<file path="src/rtl/ldm_stm_seq_pkg.sv">
// Shared types and constants for the LDM/STM block-transfer sequencer.
package ldm_stm_seq_pkg;

    typedef enum logic [1:0] {
        S_IDLE  = 2'd0,
        S_XFER  = 2'd1,
        S_WBASE = 2'd2,
        S_DONE  = 2'd3
    } state_t;

    localparam int unsigned ADDR_STEP = 4;
    localparam logic [3:0]  PC_CODE   = 4'hF;

endpackage

</file>
<file path="src/rtl/lsm_prio_enc.sv">
// Lowest-set-bit index and population count of a 16-entry register list.
module lsm_prio_enc
    import ldm_stm_seq_pkg::*;
(
    input  logic [15:0] i_list,
    output logic [3:0]  o_low_c,
    output logic [4:0]  o_cnt_c
);

    // Scan from the PC downwards so the last hit is the lowest register.
    always_comb begin
        o_low_c = 4'd0;
        o_cnt_c = 5'd0;
        for (int i = int'(PC_CODE); i >= 0; i--) begin
            if (i_list[i]) begin
                o_low_c = 4'(i);
                o_cnt_c = o_cnt_c + 5'd1;
            end
        end
    end

endmodule

</file>
<file path="src/rtl/ldm_stm_seq.sv">
// LDM/STM multi-register transfer sequencer with optional base writeback.
// Base writeback is built only when LDM_STM_BASE_WB_EN is defined.
module ldm_stm_seq #(
    parameter int unsigned ADDR_STEP = ldm_stm_seq_pkg::ADDR_STEP
) (
    input  logic        clk,
    input  logic        rst_n,
    input  logic        en,
    input  logic        i_start,
    input  logic        i_load,
    input  logic        i_up,
    input  logic        i_pre,
    input  logic        i_wb,
    input  logic [3:0]  i_base_code,
    input  logic [31:0] i_base,
    input  logic [15:0] i_reg_list,
    output logic [3:0]  o_re_code,
    input  logic [31:0] i_re_reg,
    output logic        o_mem_req,
    output logic        o_mem_wr,
    output logic [31:0] o_mem_addr,
    output logic [31:0] o_mem_wdata,
    input  logic        i_mem_ack,
    input  logic [31:0] i_mem_rdata,
    output logic        o_rd_en_wb,
    output logic [3:0]  o_rd_code_wb,
    output logic [31:0] o_rd_reg_wb,
    output logic        o_busy,
    output logic        o_done
);

    import ldm_stm_seq_pkg::*;

    localparam logic [31:0] STEP = 32'(ADDR_STEP);

    state_t      r_state, w_next;
    logic [15:0] r_list;
    logic [31:0] r_addr, r_base;
    logic [4:0]  r_cnt;
    logic [3:0]  r_base_code;
    logic        r_load, r_up, r_wb;
    logic        r_wb_en;
    logic [3:0]  r_wb_code;
    logic [31:0] r_wb_data;

    logic [15:0] w_enc_list;
    logic [3:0]  w_low;
    logic [4:0]  w_cnt;
    logic [31:0] w_span, w_start_addr, w_span_q, w_base_new;
    logic        w_wb_req;

    // In IDLE the encoder sizes the incoming list; afterwards it tracks pending registers.
    assign w_enc_list = (r_state == S_IDLE) ? i_reg_list : r_list;

    lsm_prio_enc u_prio (
        .i_list  (w_enc_list),
        .o_low_c (w_low),
        .o_cnt_c (w_cnt)
    );

    always_comb begin
        w_span = 32'(w_cnt) * STEP;
        case ({i_up, i_pre})
            2'b10:   w_start_addr = i_base;
            2'b11:   w_start_addr = i_base + STEP;
            2'b00:   w_start_addr = i_base - w_span + STEP;
            default: w_start_addr = i_base - w_span;
        endcase
    end

    assign w_span_q   = 32'(r_cnt) * STEP;
    assign w_base_new = r_up ? (r_base + w_span_q) : (r_base - w_span_q);

`ifdef LDM_STM_BASE_WB_EN
    // A loaded base register takes precedence over the writeback value.
    assign w_wb_req = i_wb & ~(i_load & i_reg_list[i_base_code]);
`else
    // Writeback compiled out: i_wb has no effect.
    assign w_wb_req = i_wb & 1'b0;
`endif

    always_ff @(posedge clk or negedge rst_n) begin
        if (!rst_n) begin
            r_state <= S_IDLE;
        end else if (en) begin
            r_state <= w_next;
        end
    end

    always_comb begin
        w_next      = r_state;
        o_mem_req   = 1'b0;
        o_mem_wr    = 1'b0;
        o_mem_addr  = 32'd0;
        o_re_code   = 4'd0;
        o_mem_wdata = 32'd0;
        o_busy      = 1'b1;
        o_done      = 1'b0;
        case (r_state)
            S_IDLE: begin
                o_busy = 1'b0;
                if (i_start) begin
                    w_next = (w_cnt == 5'd0) ? S_DONE : S_XFER;
                end
            end
            S_XFER: begin
                o_mem_req  = 1'b1;
                o_mem_wr   = ~r_load;
                o_mem_addr = r_addr;
                if (!r_load) begin
                    o_re_code   = w_low;
                    o_mem_wdata = i_re_reg;
                end
                if (i_mem_ack && (w_cnt == 5'd1)) begin
                    w_next = r_wb ? S_WBASE : S_DONE;
                end
            end
            S_WBASE: w_next = S_DONE;
            S_DONE: begin
                o_done = 1'b1;
                w_next = S_IDLE;
            end
            default: w_next = S_IDLE;
        endcase
    end

    // Register-file writes land one cycle after their cause, so the base write trails the last load.
    always_ff @(posedge clk or negedge rst_n) begin
        if (!rst_n) begin
            r_list      <= 16'd0;
            r_addr      <= 32'd0;
            r_base      <= 32'd0;
            r_cnt       <= 5'd0;
            r_base_code <= 4'd0;
            r_load      <= 1'b0;
            r_up        <= 1'b0;
            r_wb        <= 1'b0;
            r_wb_en     <= 1'b0;
            r_wb_code   <= 4'd0;
            r_wb_data   <= 32'd0;
        end else if (en) begin
            r_wb_en <= 1'b0;
            case (r_state)
                S_IDLE: begin
                    if (i_start) begin
                        r_list      <= i_reg_list;
                        r_addr      <= w_start_addr;
                        r_base      <= i_base;
                        r_cnt       <= w_cnt;
                        r_base_code <= i_base_code;
                        r_load      <= i_load;
                        r_up        <= i_up;
                        r_wb        <= w_wb_req;
                    end
                end
                S_XFER: begin
                    if (i_mem_ack) begin
                        r_list[w_low] <= 1'b0;
                        r_addr        <= r_addr + STEP;
                        if (r_load) begin
                            r_wb_en   <= 1'b1;
                            r_wb_code <= w_low;
                            r_wb_data <= i_mem_rdata;
                        end
                    end
                end
                S_WBASE: begin
                    r_wb_en   <= 1'b1;
                    r_wb_code <= r_base_code;
                    r_wb_data <= w_base_new;
                end
                default: ;
            endcase
        end
    end

    assign o_rd_en_wb   = r_wb_en;
    assign o_rd_code_wb = r_wb_code;
    assign o_rd_reg_wb  = r_wb_data;

endmodule

</file>
<file path="config.mk">
export PLATFORM = sky130hd
export DESIGN_NAME = ldm_stm_seq
export DESIGN_NICKNAME = d
export VERILOG_FILES = /design/src/rtl/ldm_stm_seq_pkg.sv /design/src/rtl/lsm_prio_enc.sv /design/src/rtl/ldm_stm_seq.sv
export SDC_FILE = /design/constraint.sdc
export NUM_CORES = 1
export LEC_CHECK = 0
export BUFFER_PORTS_ARGS = -buffer_cell sky130_fd_sc_hd__buf_2
export CORE_MARGIN = 8
export CORE_UTILIZATION = 51
export CTS_CLUSTER_SIZE = 10
export DETAILED_ROUTE_END_ITERATION = 7
export PLACE_DENSITY = 0.74
export SLEW_MARGIN = 20
export SYNTH_ARGS = -nofsm -noshare
export SYNTH_HDL_FRONTEND = slang
export SYNTH_SLANG_ARGS = --single-unit
</file>
<file path="constraint.sdc">
create_clock -name clk -period 13.8 [get_ports clk]
set_clock_uncertainty 0.15 [all_clocks]
set_input_delay 2.76 -clock clk [delete_from_list [all_inputs] [get_ports clk]]
set_output_delay 2.76 -clock clk [all_outputs]
set_load 0.05 [all_outputs]
</file>
==> qor.yml, run 1 <==
yosys:
  syn_nets: 1825
  synth_common_cells: "168 x nand2_1, 133 x a21oi_1, 133 x o21ai_0, 130 x dfrtp_1, 126 x nor2_1"
  ys_ff_latch: 130
  synth_area_leader_cell: "dfrtp_1"
  synth_most_common_cell: "nand2_1"
  synth.yosys.warnings: 0
  ys_top_cells_by_area: "dfrtp_1 25%, ha_1 6.2%, xnor2_1 5.5%"
  synth_ff_type: "dfrtp_1"
  post_synth.cell_area_avg_sq_um: 7.93
  synth-edff-count: 0
  synth_cell_types: 86
  synthDominantCellAreaShare_pct: 25.1
  async_reset_ff_share_pct: 100
  synth_seq_area_share_pct: 25.1
  syn_inst: 1634
  netlist_area_sq_um: 13000
run:
  drv_cap: 0
grt:
  grt_start_max_net_pins: 87
  use_met1_pct: 35.2
  grt_pass1_vias: 12720
  grtUsageMet3_pct: 4.34
  busiest_layer: "met2"
  antenna_found_initial: 4
  met2_usage_pct: 40.3
  grt_use_total_pct: 25.3
  overflow: 0
  grt_pass1_wl_mm: 65.2
floorplan:
  num_rows: 58
  die_area_sq_um: 30800
  start_util_pct: 51.8
  fp.dieW_um: 175
  coreArea_sq_um: 25000
  die_h_um: 175
  ios: 234
final_layout:
  area_growth_syn_to_layout_pct: 24.2
  drive_gt1_share_pct: 27.4
  fin_nets: 2119
  stdcell_area_sq_um: 16100
setup_path:
  crit_family: "simple AND/OR/NAND/NOR gates"
  path_buf_inv: 11
  critPathSlowestCell: "or4_4"
  cp.arrival_ns: 13.45
  cp_max_fo: 5
  crit_cells: 59
  startpoint_type: "input pin"
  r2r_cells: 60
  path_class: "input pin to flop"
  crit_required_ns: 13.92
  cpPeakStageDelay_ns: 0.56
  endpoint_kind: "flop"
min_path:
  hold_path_class: "flop to flop"
  min_delay_path_depth: 2
route:
  drt_first_pass_iters: 6
  final_antenna_net_count: 0
  drc: 0
  routed_via_density: 5.85
  drt_wl_total_mm: 40.8
  vias: 13301
  wl_per_cell_um: 18.0
  drt-initial-drc-count: 1235
sta:
  layout_worst_path_cycle_share_pct: 96.6
  period_needed_ns: 13.33
  finalHoldViolations: 0
  drv_slew: 0
  max_freq_mhz: 75.0
  slew_headroom_pct: 26.1
  fin_setup_tns_ns: 0
  setup_viol: 0
  setup_ws_ns: 0.470
  worstMarginPinSlew_ns: 1.11
clock_network:
  hold_buffers: 0
  clkSinkCount: 130
  cts_tree: "yes"
  htreeDepth: 4
  root_buffer: "clkbuf_16"
  clkSlewWorstSetupHoldPaths_ns: 0.06
  clock_latency_ns: 0.43
  cts_buffers: 17
  clk_path_buf_depth: 2
place:
  routabilityCongestion: 0.915
  place_ws_ns: -0.538
  post_dp_cell_area_sq_um: 15200
  dpl.hpwl_mm: 30.4
  port_buffers: 232
outcome:
  status: "completed"
[worst paths after layout]
path | from | end | slack [ns]
min | o_rd_reg_wb[13]$_DFFE_PN0P_ | o_rd_reg_wb[13]$_DFFE_PN0P_ | 0.32
max reg2reg | r_state[1]$_DFFE_PN0P_ | r_addr[21]$_DFFE_PN0P_ | 1.59
max | i_reg_list[14] | r_addr[21]$_DFFE_PN0P_ | 0.47
min in group asynchronous | rst_n | r_base_code[3]$_DFFE_PN0P_ | 2.20
min reg2reg | o_rd_reg_wb[13]$_DFFE_PN0P_ | o_rd_reg_wb[13]$_DFFE_PN0P_ | 0.32
max in group asynchronous | rst_n | r_addr[28]$_DFFE_PN0P_ | 10.04
[sequential cells by signal, indices dropped and copies added, names as in the netlist]
name	count
o_rd_reg_wb	32
r_addr	32
r_base	32
r_list	16
r_cnt	5
o_rd_code_wb	4
r_base_code	4
r_state	2
o_rd_en_wb	1
r_load	1
r_up	1
[worst min-delay path, cell delays in order (launching register included)]
cell and delay (ns):
dfrtp_1 0.34, nand2_1 0.05, o21ai_0 0.06
[cell usage in the layout (no fill, tap or decap), types with 37 or more instances in the layout]
cell      instances
dfrtp_1         130
o21ai_0         129
ha_1             54
nor2_1          123
and2_1           69
buf_4           132
mux2i_1          53
nand2_1         166
inv_1            49
mux2_2           48
a21oi_1         130
nor3_1           46
buf_2           231
nand3_1          38
a211oi_1         37
xnor2_1          79
xor2_1           46
[per-stage QoR]
stage          instances  util, %  hold slack, ns
3_5_place_dp        2234     60.6           0.315
3_3_place_gp        2234     60.6           0.306
6_report            2272     64.3           0.324
4_1_cts             2265     63.1           0.328
5_1_grt             2272     64.3           0.358
2_1_floorplan       1634        -           0.306
[timing repair]
action | in CTS | in global routing
pin swaps | 0 | 28
setup endpoints to repair | 5 | 19
buffers inserted | 0 | 5
endpoints found under the hold margin | 0 | 0
resized for setup | 5 | 45
[metal layers]
layer  vias to the layer above  part of all wire [%]
met1                      6321                    46
met2                       474                    46
met3                        45                   7.1
li1                       6457                     -
met5                         -                 0.051
met4                         4                   1.3
[final cells by class]
class                   instances  area (sq um)
diodes                          2          5.00
clock buffers                  19           443
clock inverters                12           158
fillers                      2185          8950
inverters                      54           208
multi-input cells            1360          9440
flip-flops and latches        130          3250
well taps                     330           413
repair buffers                365          2170
[cell families (layout without fill, tap and decap cells)]
kind of cell	Yosys count	after routing	synth area share (%)
and+or+nand+nor	591	591	22.5
AOI/OAI and AO/OA	453	453	21.8
buffers and inverters	144	450	4.38
xor gates and xnor gates	141	141	10.7
DFF	130	130	25.1
muxes	109	109	9.01
adders and majority gates	66	66	6.49
other	0	2	0
Power of run 1 is not shown: default switching activity piles up to over one toggle a cycle in this logic, so the estimate is an artifact.
==> run 2: changes to the inputs <==
--- a/config.mk
+++ b/config.mk
@@ -7,11 +7,12 @@
 export LEC_CHECK = 0
 export BUFFER_PORTS_ARGS = -buffer_cell sky130_fd_sc_hd__buf_2
 export CORE_MARGIN = 8
-export CORE_UTILIZATION = 51
+export CORE_UTILIZATION = 58
 export CTS_CLUSTER_SIZE = 10
 export DETAILED_ROUTE_END_ITERATION = 7
-export PLACE_DENSITY = 0.74
+export PLACE_DENSITY = 0.84
 export SLEW_MARGIN = 20
 export SYNTH_ARGS = -nofsm -noshare
 export SYNTH_HDL_FRONTEND = slang
+export SYNTH_HIERARCHICAL = 1
 export SYNTH_SLANG_ARGS = --single-unit
==> run 2 against run 1 <==
Against the previous run: synthesized area increased by 1.4%; hold slack better by 0.0029 ns; first-iteration DRC count increased by 4.2%; final cell count decreased by 3.0%; register-to-register slack worse by 0.07 ns; largest cell class unchanged.
==> qor.yml, run 2 <==
yosys:
  synth_most_common_cell: "nand2_1"
  netlist_area_sq_um: 13100  # +1.4%
  syn_inst: 1654  # +1.2%
  ys_top_cells_by_area: "dfrtp_1 25%, ha_1 6.2%, xnor2_1 5.8%"
  synth.yosys.warnings: 6  # +6
  synth_common_cells: "176 x nand2_1, 137 x o21ai_0, 130 x dfrtp_1, 116 x nor2_1, 98 x a21oi_1"
  synth_ff_type: "dfrtp_1"
  synth_seq_area_share_pct: 24.8  # -0.35 points
  synthDominantCellAreaShare_pct: 24.8  # -0.35 points
  async_reset_ff_share_pct: 100  # unchanged
  synth-edff-count: 0  # unchanged
  synth_cell_types: 93  # +8.1%
  post_synth.cell_area_avg_sq_um: 7.95  # +0.19%
  ys_ff_latch: 130  # unchanged
  syn_nets: 1846  # +1.2%
  synth_area_leader_cell: "dfrtp_1"
final_layout:
  fillers: 1733  # -21%
  stdcell_area_sq_um: 15900  # -0.89%
  area_growth_syn_to_layout_pct: 21.3
  fin_nets: 2096  # -1.1%
  layout_commonest_cell: "buf_2"
  final_cell_mix: "231 x buf_2, 173 x nand2_1, 133 x o21ai_0, 130 x dfrtp_1, 113 x nor2_1"
  drive_gt1_share_pct: 26.9  # -0.51 points
setup_path:
  cpMostUsedCell: "ha_1"
  startpoint_type: "input pin"
  endpoint_kind: "flop"
  path_buf_inv: 5  # -6
  crit_family: "simple AND/OR/NAND/NOR gates"
  cp_max_fo: 5  # unchanged
  cp.arrival_ns: 13.72  # +0.27 ns
  crit_required_ns: 13.95  # +0.03 ns
  critPathSlowestCell: "or4_4"
  cpPeakStageDelay_ns: 0.51  # -0.05 ns
  path_class: "input pin to flop"
clock_network:
  root_buffer: "clkbuf_16"
  htreeDepth: 4  # unchanged
  clkSinkCount: 130  # unchanged
  cts_buffers: 17  # unchanged
  clk_path_buf_depth: 2  # unchanged
  cts_tree: "yes"
  hold_buffers: 0  # unchanged
  clock_latency_ns: 0.42  # about the same
  clkSlewWorstSetupHoldPaths_ns: 0.06  # about the same
floorplan:
  start_util_pct: 58.6  # +6.8 points
  coreArea_sq_um: 22400  # -10%
  num_rows: 55  # -5.2%
  die_h_um: 167  # -5.1%
  die_area_sq_um: 27700  # -9.9%
  fp.dieW_um: 167  # -5.1%
  ios: 234  # unchanged
sta:
  max_freq_mhz: 73.7  # -1.8%
  holdWs_ns: 0.327  # +0.00285 ns
  setup_viol: 0  # unchanged
  worstMarginPinSlew_ns: 1.11  # -0.00185 ns
  finalHoldViolations: 0  # unchanged
  grt_setup_unrepaired: "true"
  drv_slew: 0  # unchanged
  period_needed_ns: 13.57  # +0.241 ns
  slew_headroom_pct: 26.0  # -0.070 points
  setup_ws_ns: 0.229  # -0.241 ns
  layout_worst_path_cycle_share_pct: 98.3  # +1.7 points
grt:
  grt_pass1_vias: 13103  # +3.0%
  grt_pass1_wl_mm: 66.8  # +2.4%
  grt_start_max_net_pins: 91  # +4.6%
  grt_use_total_pct: 28.9  # +3.6 points
  antenna_found_initial: 5  # +1
  overflow: 0  # unchanged
route:
  routed_via_density: 6.28  # +7.2%
  drc: 0  # unchanged
  wl_per_cell_um: 19.3  # +7.3%
  vias: 13828  # +4.0%
  final_antenna_net_count: 0  # unchanged
  drt-initial-drc-count: 1287  # +4.2%
  drt_first_pass_iters: 6  # unchanged
  drt_wl_total_mm: 42.5  # +4.0%
place:
  routabilityCongestion: 0.948  # +3.5%
  dpl.hpwl_mm: 31.3  # +2.9%
  post_dp_cell_area_sq_um: 15000  # -1.3%
  place_ws_ns: -0.346  # +0.192 ns
  port_buffers: 232  # unchanged
run:
  drv_cap: 0  # unchanged
min_path:
  hold_path_class: "flop to flop"
outcome:
  status: "completed"
## run 2: changes by cell type after synthesis, sizes merged, moves of 10 or more
| cell | before | now |
|---|---|---|
| a211oi | 42 | 24 |
| nor3 | 50 | 36 |
| mux2i | 57 | 39 |
| nor2 | 127 | 116 |
| a21oi | 133 | 98 |
| or4 | 4 | 14 |
| xor2 | 49 | 37 |
| clkbuf | 76 | 89 |
| nand3 | 39 | 62 |
| a21o | 22 | 11 |
| and2 | 72 | 83 |
## run 2: layer usage
layer  global-route usage [%]  part of all wire (%)  vias up
met5                        0                 0.054        -
met4                     9.99                   2.1        4
li1                         -                     -     6492
met3                     7.38                   9.9       83
met1                     38.1                    43     6488
met2                     45.2                    45      761
## run 2: area by class of cell
type                       count  area (sq um)  area share (%)
multi-input combinational   1364          9560            60.0
sequential                   130          3250            20.4
timing repair buffer         339          1970            12.4
tap                          285           357            2.24
inverter                      52           200            1.26
antenna                        1          2.50          0.0157
clock inverter                15           178            1.11
clock buffer                  17           425            2.67
## run 2: metrics by stage
step | instances | util, % | TNS, ns
finish | 2203 | 71.1 | 0
detailed placement | 2153 | 66.8 | -2.17
global route | 2203 | 71.1 | -1.97
global placement | 2153 | 66.8 | -0.286
CTS | 2185 | 69.5 | 0
floorplan | 1654 | - | 0
## run 2: tightest hold or removal path, cell delays in order, from the launching register on
cell     delay [ns]
dfrtp_1        0.34
nand2_1        0.05
o21ai_0        0.06
## run 2: path summary, 6_finish.rpt
path                                              from                           to  slack, ns  depth (start not counted)
min                        o_rd_reg_wb[12]$_DFFE_PN0P_  o_rd_reg_wb[12]$_DFFE_PN0P_       0.33                          2
max in group asynchronous                        rst_n        r_list[5]$_DFFE_PN0P_      10.05                          2
max                                     i_reg_list[14]       r_addr[26]$_DFFE_PN0P_       0.23                         59
min in group asynchronous                        rst_n  o_rd_reg_wb[30]$_DFFE_PN0P_       2.16                          1
min reg2reg                o_rd_reg_wb[12]$_DFFE_PN0P_  o_rd_reg_wb[12]$_DFFE_PN0P_       0.33                          2
max reg2reg                     r_state[0]$_DFFE_PN0P_       r_addr[26]$_DFFE_PN0P_       1.52                         60
## run 2: what timing repair did
| action | in CTS | in global routing |
|---|---|---|
| endpoints found under the hold margin | 0 | 0 |
| gates resized for setup | 0 | 50 |
| endpoints found under the setup margin | 0 | 19 |
| setup buffers | 0 | 17 |
## run 2: logic make-up after synthesis
| group | Yosys count | share of synthesized area (%) |
|---|---|---|
| compound gates | 441 | 21.8 |
| xor+xnor | 135 | 9.98 |
| fa+ha+maj | 68 | 6.57 |
| buf+inv | 160 | 4.78 |
| flops | 130 | 24.8 |
| mux | 94 | 7.68 |
| simple gates | 626 | 24.4 |
Power of run 2 is left out for the same reason.
